==> src/rtl/next_clock_enables_if.sv <==
// Divider reprogramming channel for next_clock_enables: valid/ready update request
// carrying target channel, new divider and start phase.
interface next_clock_enables_if #(
  parameter int NUM_CH = 4,
  parameter int DIV_W  = 8
);
  localparam int CH_W = (NUM_CH > 1) ? $clog2(NUM_CH) : 1;

  logic             cfg_valid;
  logic             cfg_ready;
  logic [CH_W-1:0]  cfg_ch;
  logic [DIV_W-1:0] cfg_div;
  logic [DIV_W-1:0] cfg_phase;

  modport master (output cfg_valid, cfg_ch, cfg_div, cfg_phase, input cfg_ready);
  modport slave  (input cfg_valid, cfg_ch, cfg_div, cfg_phase, output cfg_ready);
endinterface

==> src/rtl/next_clock_enables.sv <==
// Clock-enable generator for the Next core: NUM_CH runtime-reprogrammable enables plus
// PLL-lock reset sequencing. Define NEXT_CE_PHASE_EN to let updates set per-channel start phase.
module next_clock_enables #(
  parameter int                      NUM_CH   = 4,
  parameter int                      DIV_W    = 8,
  parameter int                      LOCK_DLY = 16,
  parameter logic [NUM_CH*DIV_W-1:0] DIV_INIT = {8'd39, 8'd19, 8'd9, 8'd4}
) (
  input  logic                 refclk,
  input  logic                 rst_n,
  input  logic                 pll_locked,
  next_clock_enables_if.slave  cfg,
  output logic [NUM_CH-1:0]    ce,
  output logic [NUM_CH-1:0]    ce_n,
  output logic                 running,
  output logic                 sync_rst_n
);
  localparam int CH_W  = (NUM_CH > 1) ? $clog2(NUM_CH) : 1;
  localparam int SET_W = $clog2(LOCK_DLY + 1);

  typedef enum logic [1:0] {WAIT_LOCK = 2'd0, SETTLE = 2'd1, RUN = 2'd2} state_t;

  function automatic logic [DIV_W-1:0] half_of(input logic [DIV_W-1:0] d);
    logic [DIV_W:0] s;
    s = {1'b0, d} + {{DIV_W{1'b0}}, 1'b1};
    return s[DIV_W:1];
  endfunction

  state_t           state_q;
  logic [SET_W-1:0] settle_q;
  logic             lk_meta_q, lk_s_q;
  logic             running_q, srst_n_q;
  logic             run_d;

  logic [DIV_W-1:0] div_q   [NUM_CH];
  logic [DIV_W-1:0] div_d   [NUM_CH];
  logic [DIV_W-1:0] phase_q [NUM_CH];
  logic [DIV_W-1:0] phase_d [NUM_CH];
  logic [DIV_W-1:0] cnt_q   [NUM_CH];
  logic [DIV_W-1:0] cnt_d   [NUM_CH];
  logic [NUM_CH-1:0] ce_q, ce_d, ce_n_q, ce_n_d;

  logic             pend_q, pend_d;
  logic [CH_W-1:0]  pend_ch_q, pend_ch_d;
  logic [DIV_W-1:0] pend_div_q, pend_div_d;
  logic [DIV_W-1:0] pend_phase_q, pend_phase_d;
  logic             ready_q, ready_d;
  logic             ch_ok;

  assign ch_ok = (32'(cfg.cfg_ch) < 32'(NUM_CH));

  // Two-flop synchroniser for the asynchronous PLL lock
  always_ff @(posedge refclk or negedge rst_n) begin
    if (!rst_n) begin
      lk_meta_q <= 1'b0;
      lk_s_q    <= 1'b0;
    end else begin
      lk_meta_q <= pll_locked;
      lk_s_q    <= lk_meta_q;
    end
  end

  // running in the next cycle: staying in RUN, or finishing the settle count
  assign run_d = lk_s_q && ((state_q == RUN) ||
                 ((state_q == SETTLE) && (settle_q == SET_W'(LOCK_DLY - 1))));

  // Lock sequencer: WAIT_LOCK -> SETTLE (LOCK_DLY cycles) -> RUN, any lock loss returns to WAIT_LOCK
  always_ff @(posedge refclk or negedge rst_n) begin
    if (!rst_n) begin
      state_q   <= WAIT_LOCK;
      settle_q  <= '0;
      running_q <= 1'b0;
      srst_n_q  <= 1'b0;
    end else begin
      running_q <= run_d;
      srst_n_q  <= run_d;
      case (state_q)
        WAIT_LOCK: begin
          settle_q <= '0;
          if (lk_s_q) state_q <= SETTLE;
          else        state_q <= WAIT_LOCK;
        end
        SETTLE: begin
          if (!lk_s_q) begin
            state_q  <= WAIT_LOCK;
            settle_q <= '0;
          end else if (run_d) begin
            state_q  <= RUN;
            settle_q <= '0;
          end else begin
            settle_q <= settle_q + {{(SET_W-1){1'b0}}, 1'b1};
          end
        end
        RUN: begin
          settle_q <= '0;
          if (!lk_s_q) state_q <= WAIT_LOCK;
          else         state_q <= RUN;
        end
        default: begin
          state_q  <= WAIT_LOCK;
          settle_q <= '0;
        end
      endcase
    end
  end

  // Counters, update handshake and next enable values
  always_comb begin
    div_d        = div_q;
    phase_d      = phase_q;
    pend_d       = pend_q;
    pend_ch_d    = pend_ch_q;
    pend_div_d   = pend_div_q;
    pend_phase_d = pend_phase_q;
    ready_d      = ready_q;
    for (int i = 0; i < NUM_CH; i++) begin
      if (!running_q)
        cnt_d[i] = (phase_q[i] < div_q[i]) ? phase_q[i] : div_q[i];
      else if (cnt_q[i] == div_q[i])
        cnt_d[i] = '0;
      else
        cnt_d[i] = cnt_q[i] + {{(DIV_W-1){1'b0}}, 1'b1};
    end
    // A running channel only takes its new divider on its own wrap, so no period is cut short
    if (pend_q && (!running_q || (cnt_q[pend_ch_q] == div_q[pend_ch_q]))) begin
      div_d[pend_ch_q]   = pend_div_q;
      phase_d[pend_ch_q] = pend_phase_q;
      pend_d             = 1'b0;
      ready_d            = 1'b1;
    end else if (cfg.cfg_valid && ready_q && ch_ok) begin
      pend_d     = 1'b1;
      pend_ch_d  = cfg.cfg_ch;
      pend_div_d = cfg.cfg_div;
`ifdef NEXT_CE_PHASE_EN
      pend_phase_d = cfg.cfg_phase;
`else
      pend_phase_d = '0;
`endif
      ready_d    = 1'b0;
    end else begin
      pend_d = pend_q;
    end
    for (int i = 0; i < NUM_CH; i++) begin
      ce_d[i]   = run_d && (cnt_d[i] == '0);
      ce_n_d[i] = run_d && (cnt_d[i] == half_of(div_d[i]));
    end
  end

  // Channel state, pending update and registered enables
  always_ff @(posedge refclk or negedge rst_n) begin
    if (!rst_n) begin
      for (int i = 0; i < NUM_CH; i++) begin
        div_q[i]   <= DIV_INIT[i*DIV_W +: DIV_W];
        phase_q[i] <= '0;
        cnt_q[i]   <= '0;
      end
      pend_q       <= 1'b0;
      pend_ch_q    <= '0;
      pend_div_q   <= '0;
      pend_phase_q <= '0;
      ready_q      <= 1'b1;
      ce_q         <= '0;
      ce_n_q       <= '0;
    end else begin
      div_q        <= div_d;
      phase_q      <= phase_d;
      cnt_q        <= cnt_d;
      pend_q       <= pend_d;
      pend_ch_q    <= pend_ch_d;
      pend_div_q   <= pend_div_d;
      pend_phase_q <= pend_phase_d;
      ready_q      <= ready_d;
      ce_q         <= ce_d;
      ce_n_q       <= ce_n_d;
    end
  end

  assign cfg.cfg_ready = ready_q;
  assign ce            = ce_q;
  assign ce_n          = ce_n_q;
  assign running       = running_q;
  assign sync_rst_n    = srst_n_q;
endmodule

==> src/flat_wrapper.sv <==
// flat-port wrapper written by rule: the top's interface ports become plain ports
module next_clock_enables_flat 
#(
  parameter int                      NUM_CH   = 4,
  parameter int                      DIV_W    = 8,
  parameter int                      LOCK_DLY = 16,
  parameter logic [NUM_CH*DIV_W-1:0] DIV_INIT = {8'd39, 8'd19, 8'd9, 8'd4}
)
  (refclk, rst_n, pll_locked, ce, ce_n, running, sync_rst_n, cfg_cfg_valid, cfg_cfg_ch, cfg_cfg_div, cfg_cfg_phase, cfg_cfg_ready);
  next_clock_enables_if #(.NUM_CH(NUM_CH), .DIV_W(DIV_W)) cfg_i ();
  input  logic refclk;
  input  logic rst_n;
  input  logic pll_locked;
  output logic [NUM_CH-1:0] ce;
  output logic [NUM_CH-1:0] ce_n;
  output logic running;
  output logic sync_rst_n;
  input wire logic [$bits(cfg_i.cfg_valid)-1:0] cfg_cfg_valid;
  input wire logic [$bits(cfg_i.cfg_ch)-1:0] cfg_cfg_ch;
  input wire logic [$bits(cfg_i.cfg_div)-1:0] cfg_cfg_div;
  input wire logic [$bits(cfg_i.cfg_phase)-1:0] cfg_cfg_phase;
  output wire logic [$bits(cfg_i.cfg_ready)-1:0] cfg_cfg_ready;
  assign cfg_i.cfg_valid = cfg_cfg_valid;
  assign cfg_i.cfg_ch = cfg_cfg_ch;
  assign cfg_i.cfg_div = cfg_cfg_div;
  assign cfg_i.cfg_phase = cfg_cfg_phase;
  assign cfg_cfg_ready = cfg_i.cfg_ready;
  next_clock_enables #(.NUM_CH(NUM_CH), .DIV_W(DIV_W), .LOCK_DLY(LOCK_DLY), .DIV_INIT(DIV_INIT)) u_core (.refclk(refclk), .rst_n(rst_n), .pll_locked(pll_locked), .cfg(cfg_i), .ce(ce), .ce_n(ce_n), .running(running), .sync_rst_n(sync_rst_n));
endmodule
==> config.mk <==
export PLATFORM = sky130hd
export DESIGN_NAME = next_clock_enables_flat
export DESIGN_NICKNAME = d
export VERILOG_FILES = /design/src/rtl/next_clock_enables_if.sv /design/src/rtl/next_clock_enables.sv /design/src/flat_wrapper.sv
export SDC_FILE = /design/constraint.sdc
export NUM_CORES = 1
export LEC_CHECK = 0
export CAP_MARGIN = 40
export CORE_MARGIN = 4
export CORE_UTILIZATION = 40
export CTS_CLUSTER_SIZE = 28
export DETAILED_ROUTE_END_ITERATION = 6
export PLACE_DENSITY_LB_ADDON = 0.2
export SLEW_MARGIN = 20
export SYNTH_ARGS = -nofsm -noshare
export SYNTH_HDL_FRONTEND = slang
export SYNTH_SLANG_ARGS = --single-unit
==> constraint.sdc <==
create_clock -name refclk -period 4.39 [get_ports refclk]
set_input_delay 1.0975 -clock refclk [delete_from_list [all_inputs] [get_ports refclk]]
set_output_delay 1.0975 -clock refclk [all_outputs]
set_load 0.02 [all_outputs]
==> results of run 1 <==
[critical path: cells and delay by family, from the launching register on]
kind,cells,cell delay (ns)
multiplexers,3,0.97
flip-flops,1,0.39
buffers and inverters,1,0.20
adder cells (fa/ha/maj),1,0.20
XOR/XNOR,2,0.42
AND/OR/NAND/NOR,5,1.06
AO/OA/AOI/OAI,3,0.87
[stage by stage]
step / setup WS (ns) / power [mW] / util / hold slack (ns) / area, um2
after global routing: -0.0373 / 6.54 / 0.475 / 0.354 / 9680
after floorplan: 0.315 / 3.75 / - / 0.331 / 8340
final: 0.168 / 6.17 / 0.475 / 0.351 / 9680
after global placement: 0.330 / 4.62 / 0.444 / 0.333 / 9030
after CTS: 0.189 / 6.17 / 0.475 / 0.355 / 9670
after detailed placement: 0.298 / 4.64 / 0.445 / 0.338 / 9060
[cell usage after synthesis, types with 7 or more instances]
library cell    n  area, um2
a21oi_1        20        100
and2_1         24        150
and3_1         16        100
clkbuf_1       27        101
dfrtp_1       115       2880
dfstp_2        11        289
ha_1           42        526
inv_1          57        214
mux2_2         27        304
mux2i_1        32        320
mux4_2         16        360
nand2_1        46        173
nand3_1        41        205
nand4_1        21        131
nor2_1         31        116
nor2b_1        11       68.8
nor3_1         20        100
nor4_1         10       62.6
o21ai_0        35        175
o21ai_1         7       35.0
o22ai_1        24        150
xnor2_1        84        736
xor2_1         22        193
[area by class of cell]
class | count | area, um2 | area share
Clock buffer | 18 | 429 | 0.0443
Inverter | 57 | 214 | 0.0221
Clock inverter | 14 | 180 | 0.0186
Sequential cell | 126 | 3170 | 0.327
Tap cell | 270 | 338 | 0.0349
Multi-Input combinational cell | 614 | 4800 | 0.496
Timing Repair Buffer | 61 | 552 | 0.0570
[kinds of logic (layout without fill, tap and decap cells)]
logic type               after synthesis  after routing  share of synthesized area
AND/OR/NAND/NOR                      249            249                      0.159
AO/OA/AOI/OAI                        135            135                      0.106
flip-flops                           126            126                      0.380
XOR/XNOR                             111            111                      0.125
buffers and inverters                 95            150                     0.0458
multiplexers                          77             77                      0.121
adder cells (fa/ha/maj)               42             42                     0.0630
[where the power goes]
part           total (mW)  internal, mW  switching (mW)
logic                2.65          1.28            1.36
clock network        1.50         0.904           0.593
registers            2.02          1.46           0.562
total                6.17          3.65            2.52
[worst max path at each step]
stage / to / cells after the start / slack [ns]
after floorplan: u_core.ce_n[2] / 17 / 0.31
after global placement: u_core.ce_n[2] / 15 / 0.33
after detailed placement: u_core.ce_n[2] / 15 / 0.30
after CTS: u_core.ce_n[2] / 15 / 0.19
after global routing: u_core.ce_n[2] / 15 / -0.04
final: u_core.ce_n[2] / 15 / 0.17
[registers in the layout, summed over array words and instances, names as in the netlist]
name	flops
u_core.cnt_q	32
u_core.div_q	32
u_core.phase_q	32
u_core.pend_div_q	8
u_core.settle_q	5
u_core.ce	4
u_core.ce_n	4
u_core.pend_ch_q	2
u_core.state_q	2
u_core.cfg.cfg_ready	1
u_core.lk_meta_q	1
u_core.lk_s_q	1
u_core.pend_q	1
u_core.running	1
[metal layers]
metal | track usage | vias up | share of wire
met5 | 0 | - | 0.00035
met4 | 0.0591 | 2 | 0.021
met3 | 0.0437 | 34 | 0.071
met2 | 0.298 | 230 | 0.44
met1 | 0.296 | 3186 | 0.47
li1 | - | 3091 | -
==> summary.txt, run 1 <==
Status - complete, no violations
Number of pins exceeding their max-slew limit in the final report - 0
Average wire per cell in the routed design - 19.9 um
Commonest non-fill, non-tap cell in the layout - dfrtp_1
Number of global-route vias before repair - 6387
R2R Path Start - u_core.pend_ch_q[0]
Residual DRC count - 0
Synth warnings - 0
Die extent in x - 152 um
Number of violations reported at the end of detailed-routing iteration 0 - 572
Vias post-DR - 6543
Setup TNS Final - 0 ns
Remaining Overflow, GRT - 0
Synthesized area divided by synthesized cell count - 9.98 um2
Library cells used by synthesis - 66
Wire length of the first global-routing pass - 36900 um
Class of the tightest hold or removal check - reg -> reg
RSZ-0062 raised after global routing - true
Final-stage net count - 941
Register area share after synthesis - 0.380
Arrival time worst endpoint - 4.55 ns
Number of hold buffers added after cts - 0
Headroom to the max-slew limit - 0.488
Setup Skew - 0.00961 ns
Top Ports - 33
Number of routed nets with antenna violations - 0
Wire length reported by the detailed router - 23100 um
Proportion of layout cells with a drive suffix above 1 - 0.154
Share of the clock period used by the worst path - 0.962
Max-Cap Viols - 0
Maximum clock path buffer count - 2
TritonCTS clock tree - yes
Number of cells on the worst reg-to-reg path - 15
Startpoint types - flop
Die area - 0.0232 mm2
Required time reported for the critical path endpoint - 4.72 ns
Power per unit of standard cell area - 637 mW/mm2
Top achievable clock speed - 237 MHz
Clock buffers created by TritonCTS - 17
Chain of cells forming the critical path - buf_12 > mux4_2 > xnor2_1 > nand4_1 > o21ai_2 > nand4b_1 > mux2_2 > ha_1 > nand3_1 > xnor2_1 > mux2i_1 > or3_1 > a221oi_1 > nand4_1 > a211oi_2
Post-synthesis sequential element count - 126
Synthesized area - 0.00834 mm2
Final cell count without fillers - 1160
Worst vdd rail ir drop - 0.449 mV
Peak fanout along the critical path - 21
RR Endpoint - u_core.ce_n[2]
Cts repair resizes - 0
Clk Latency, worst-skew pair - 0.43 ns
Leakage power total - 4.19 nW
Startpoint of the tightest hold check path - u_core.lk_meta_q
GRT Resource Usage Total - 0.201
Total number of H-tree levels - 4
Post-CTS setup repair buffer count - 0
Period minus WS final - 4.22 ns
Hold worst-path end - u_core.lk_s_q
Cell count after synthesis - 835
Async set-or-reset flop fraction in the synthesized netlist - 1.00
Final setup vio count - 0
Number of synthesized flops with an enable pin - 0
Largest net degree at the start of global routing - 58
DR pass1 iterations - 5
Number of instances in the placed design - 1128
Cell with the largest stage delay on the worst path - mux4_2
Main synth FF type - dfrtp_1
Kind of capture point of the worst setup path - flop
Kind of critical path - reg -> reg
Clock net sink count - 126
Die span in y - 152 um
Via density per instance - 5.64
DPL Wire Length - 17200 um
Number of port buffers - 24
Synth-to-layout area growth - 16.1%
Floorplan row count - 52
Count of inserted antenna diode cells - 0
Commonest cells after routing, fill and taps aside - dfrtp_1 (114), xnor2_1 (84), inv_1 (57)
Flop2flop setup slack - 0.17 ns
Area of the core - 0.0204 mm2
Number of antenna violations at the first check in global routing - 1
Fill cells - 1930
Transition at the pin with the smallest max-transition slack - 0.749 ns
Timing startpoint of the critical path - u_core.pend_ch_q[0]
Cell at the root of the clock tree - clkbuf_16
Register clock-pin slew on the reported worst setup and hold paths - 0.06 ns
Number of nets produced by synthesis - 899
Peak per-stage delay on the critical path - 0.55 ns
Number of cells on the worst hold path - 0
Gp weighted congestion - 0.908
Number of hold-slack violations in the final timing report - 0
Starting density of the core - 0.409
Note: power is estimated with default switching activity, not from simulation.
==> run 2: changes to the inputs <==
--- a/config.mk
+++ b/config.mk
@@ -6,11 +6,13 @@
 export NUM_CORES = 1
 export LEC_CHECK = 0
 export CAP_MARGIN = 40
+export CORE_ASPECT_RATIO = 1.25
 export CORE_MARGIN = 4
 export CORE_UTILIZATION = 40
 export CTS_CLUSTER_SIZE = 28
 export DETAILED_ROUTE_END_ITERATION = 6
 export PLACE_DENSITY_LB_ADDON = 0.2
+export RECOVER_POWER = 50
 export SLEW_MARGIN = 20
 export SYNTH_ARGS = -nofsm -noshare
 export SYNTH_HDL_FRONTEND = slang
==> summary.txt, run 2 (synthesis results as in run 1) <==
Biggest registers after layout - u_core.cnt_q: 32 flops, u_core.div_q: 32 flops, u_core.phase_q: 32 flops
Violated checks - capacitance limit, slew limit
Proportion of layout cells with a drive suffix above 1 - 0.146 (-0.00833)
Chain of cells forming the critical path - buf_12 > mux4_2 > xnor2_1 > nand4_1 > o21ai_2 > nand4b_1 > mux2_2 > ha_1 > nand3_1 > xnor2_1 > mux2i_1 > or3_1 > a221oi_1 > nand4_1 > a211oi_1
Die span in y - 169 um (+11%)
Count of inserted antenna diode cells - 0 (unchanged)
Int Power - 3.60 mW (-1.5%)
Area of the core - 0.0203 mm2 (-0.22%)
Floorplan row count - 58 (+12%)
Synth-to-layout area growth - 15.1%
Final cell area excluding filler cells - 0.00959 mm2 (-0.89%)
Register clock-pin slew on the reported worst setup and hold paths - 0.06 ns (about the same)
Period minus WS final - 4.05 ns (-0.168 ns)
Core utilization of the finished layout - 0.472 (-0.00320)
Gp weighted congestion - 0.910 (+0.20%)
Startpoint types - flop
Vias post-DR - 6507 (-0.55%)
Dpl ws - 0.275 ns (-0.0230 ns)
Via density per instance - 5.63 (-0.21%)
Comb pwr share - 0.430 (about the same)
Portion of total power attributed to sequential cells - 0.339 (+0.011)
Number of violations reported at the end of detailed-routing iteration 0 - 565 (-1.2%)
Share of the clock period used by the worst path - 0.923 (-0.0384)
Status - finished, violations left
Number of pins exceeding their max-slew limit in the final report - 52 (+52)
Max-Cap Viols - 1 (+1)
Kind of critical path - reg -> reg
Proportion of total power due to net switching - 0.407 (-0.00138)
Proportion of power drawn by the clock network - 0.231 (-0.012)
Kind of capture point of the worst setup path - flop
DPL Wire Length - 17200 um (+0.37%)
Required time reported for the critical path endpoint - 4.72 ns (about the same)
Transition at the pin with the smallest max-transition slack - 3.17 ns (+2.42 ns)
Residual DRC count - 0 (unchanged)
RSZ-0062 raised after global routing - false
Clk Latency, worst-skew pair - 0.43 ns (about the same)
Total number of H-tree levels - 4 (unchanged)
Number of hold-slack violations in the final timing report - 0 (unchanged)
Cell family with most CP delay - simple AND/OR/NAND/NOR gates
Number of port buffers - 24 (unchanged)
Commonest cells after routing, fill and taps aside - dfrtp_1 (114), xnor2_1 (84), inv_1 (57)
Leakage power total - 4.14 nW (-1.2%)
Number of routed nets with antenna violations - 0 (unchanged)
Cell with the largest stage delay on the worst path - mux4_2
Number of global-route vias before repair - 6333 (-0.85%)
Maximum clock path buffer count - 2 (unchanged)
Area after detailed placement - 0.00902 mm2 (-0.41%)
Arrival time worst endpoint - 4.39 ns (-0.16 ns)
Cell at the root of the clock tree - clkbuf_16
Class of the tightest hold or removal check - reg -> reg
Die extent in x - 137 um (-10%)
DR pass1 iterations - 6 (+1)
Top Ports - 33 (unchanged)
TritonCTS clock tree - yes
Setup slack of the critical path after layout - 0.337 ns (+0.168 ns)
Average wire per cell in the routed design - 20.1 um (+1.0%)
Psw - 2.47 mW (-2.1%)
Headroom to the max-slew limit - -1.11 (-1.60)
Clock net sink count - 126 (unchanged)
Final-stage net count - 937 (-0.43%)
Remaining Overflow, GRT - 0 (unchanged)
Top achievable clock speed - 247 MHz (+4.2%)
Starting density of the core - 0.410 (+0.000907)
Count of buffer and inverter cells on the critical path - 1 (unchanged)
Setup TNS Final - 0 ns (unchanged)
Peak fanout along the critical path - 20 (-4.8%)
Clock buffers created by TritonCTS - 17 (unchanged)
Wire length of the first global-routing pass - 36900 um (+0.11%)
Sum of internal, switching and leakage power - 6.06 mW (-1.7%)
Final setup vio count - 0 (unchanged)
Die area - 0.0232 mm2 (about the same)
Commonest non-fill, non-tap cell in the layout - dfrtp_1
Worst vdd rail ir drop - 0.391 mV (-13%)
GRT Resource Usage Total - 0.208 (+0.00654)
Setup Skew - 0.0124 ns (+0.00283 ns)
Number of antenna violations at the first check in global routing - 0 (-1)
Largest net degree at the start of global routing - 76 (+31%)
Peak per-stage delay on the critical path - 0.53 ns (-0.02 ns)
Power per unit of standard cell area - 632 mW/mm2 (-0.86%)
Wire length reported by the detailed router - 23300 um (+0.66%)
## run 2: cell types whose count changed in the layout (fill, tap and decap cells not counted), moves of 2 or more
cell,previous run,this run
clkinv_2,1,4
inv_6,5,0
clkinvlp_4,2,5
buf_4,35,31
clkbuf_8,0,2
clkbuf_1,1,3
clkinv_4,3,0
## run 2: worst register-to-register path, delay by kind of cell (launching register included)
family          cells  cell delay [ns]
fa+ha+maj           1             0.24
flops               1             0.42
mux                 3             0.99
compound gates      3             0.77
xor+xnor            2             0.35
simple gates        5             1.00
buf+inv             1             0.21
## run 2: what timing repair did
action / 4_1_cts / 5_1_grt
gates resized for setup: 0 / 1
setup endpoints to repair: 0 / 2
hold endpoints to repair: 0 / 0
hold buffers: 0 / 0
setup buffers: 0 / 0
## run 2: worst paths after layout
kind / startpoint / end / slack (ns) / cells after the start
max in group asynchronous: rst_n / u_core.div_q[30] / 0.88 / 1
hold reg to reg: u_core.lk_meta_q / u_core.lk_s_q / 0.35 / 0
setup reg to reg: u_core.pend_ch_q[0] / u_core.ce_n[2] / 0.34 / 15
min in group asynchronous: rst_n / u_core.phase_q[6] / 1.71 / 1
hold / removal: u_core.lk_meta_q / u_core.lk_s_q / 0.35 / 0
setup / recovery: u_core.pend_ch_q[0] / u_core.ce_n[2] / 0.34 / 15
## run 2: metal layers
metal | GRT usage | share of wire
met5 | 0 | 0
met4 | 0.0851 | 0.030
met3 | 0.0329 | 0.046
met2 | 0.338 | 0.49
met1 | 0.275 | 0.43
## run 2: power by group through the flow
| stage | clock (mW) | combinational (mW) | sequential (mW) |
|---|---|---|---|
| floorplan | 0 | 1.99 | 1.76 |
| global placement | 0 | 2.57 | 2.05 |
| detailed placement | 0 | 2.59 | 2.06 |
| CTS | 1.43 | 2.61 | 2.04 |
| global route | 1.48 | 2.85 | 2.08 |
| finish | 1.40 | 2.61 | 2.06 |
## run 2: per-stage QoR
step	hold WS (ns)	std cells
after global placement	0.342	1124
after detailed placement	0.338	1124
final	0.348	1156
after global routing	0.356	1156
after floorplan	0.331	835
after CTS	0.351	1156
## run 2: final cells by class
class / count / area [um2]
clock inverter: 11 / 118
inverter: 57 / 214
clock buffer: 21 / 460
sequential: 126 / 3170
tap: 270 / 338
multi-input combinational: 614 / 4790
timing repair buffer: 57 / 507
fill: 1943 / 10700
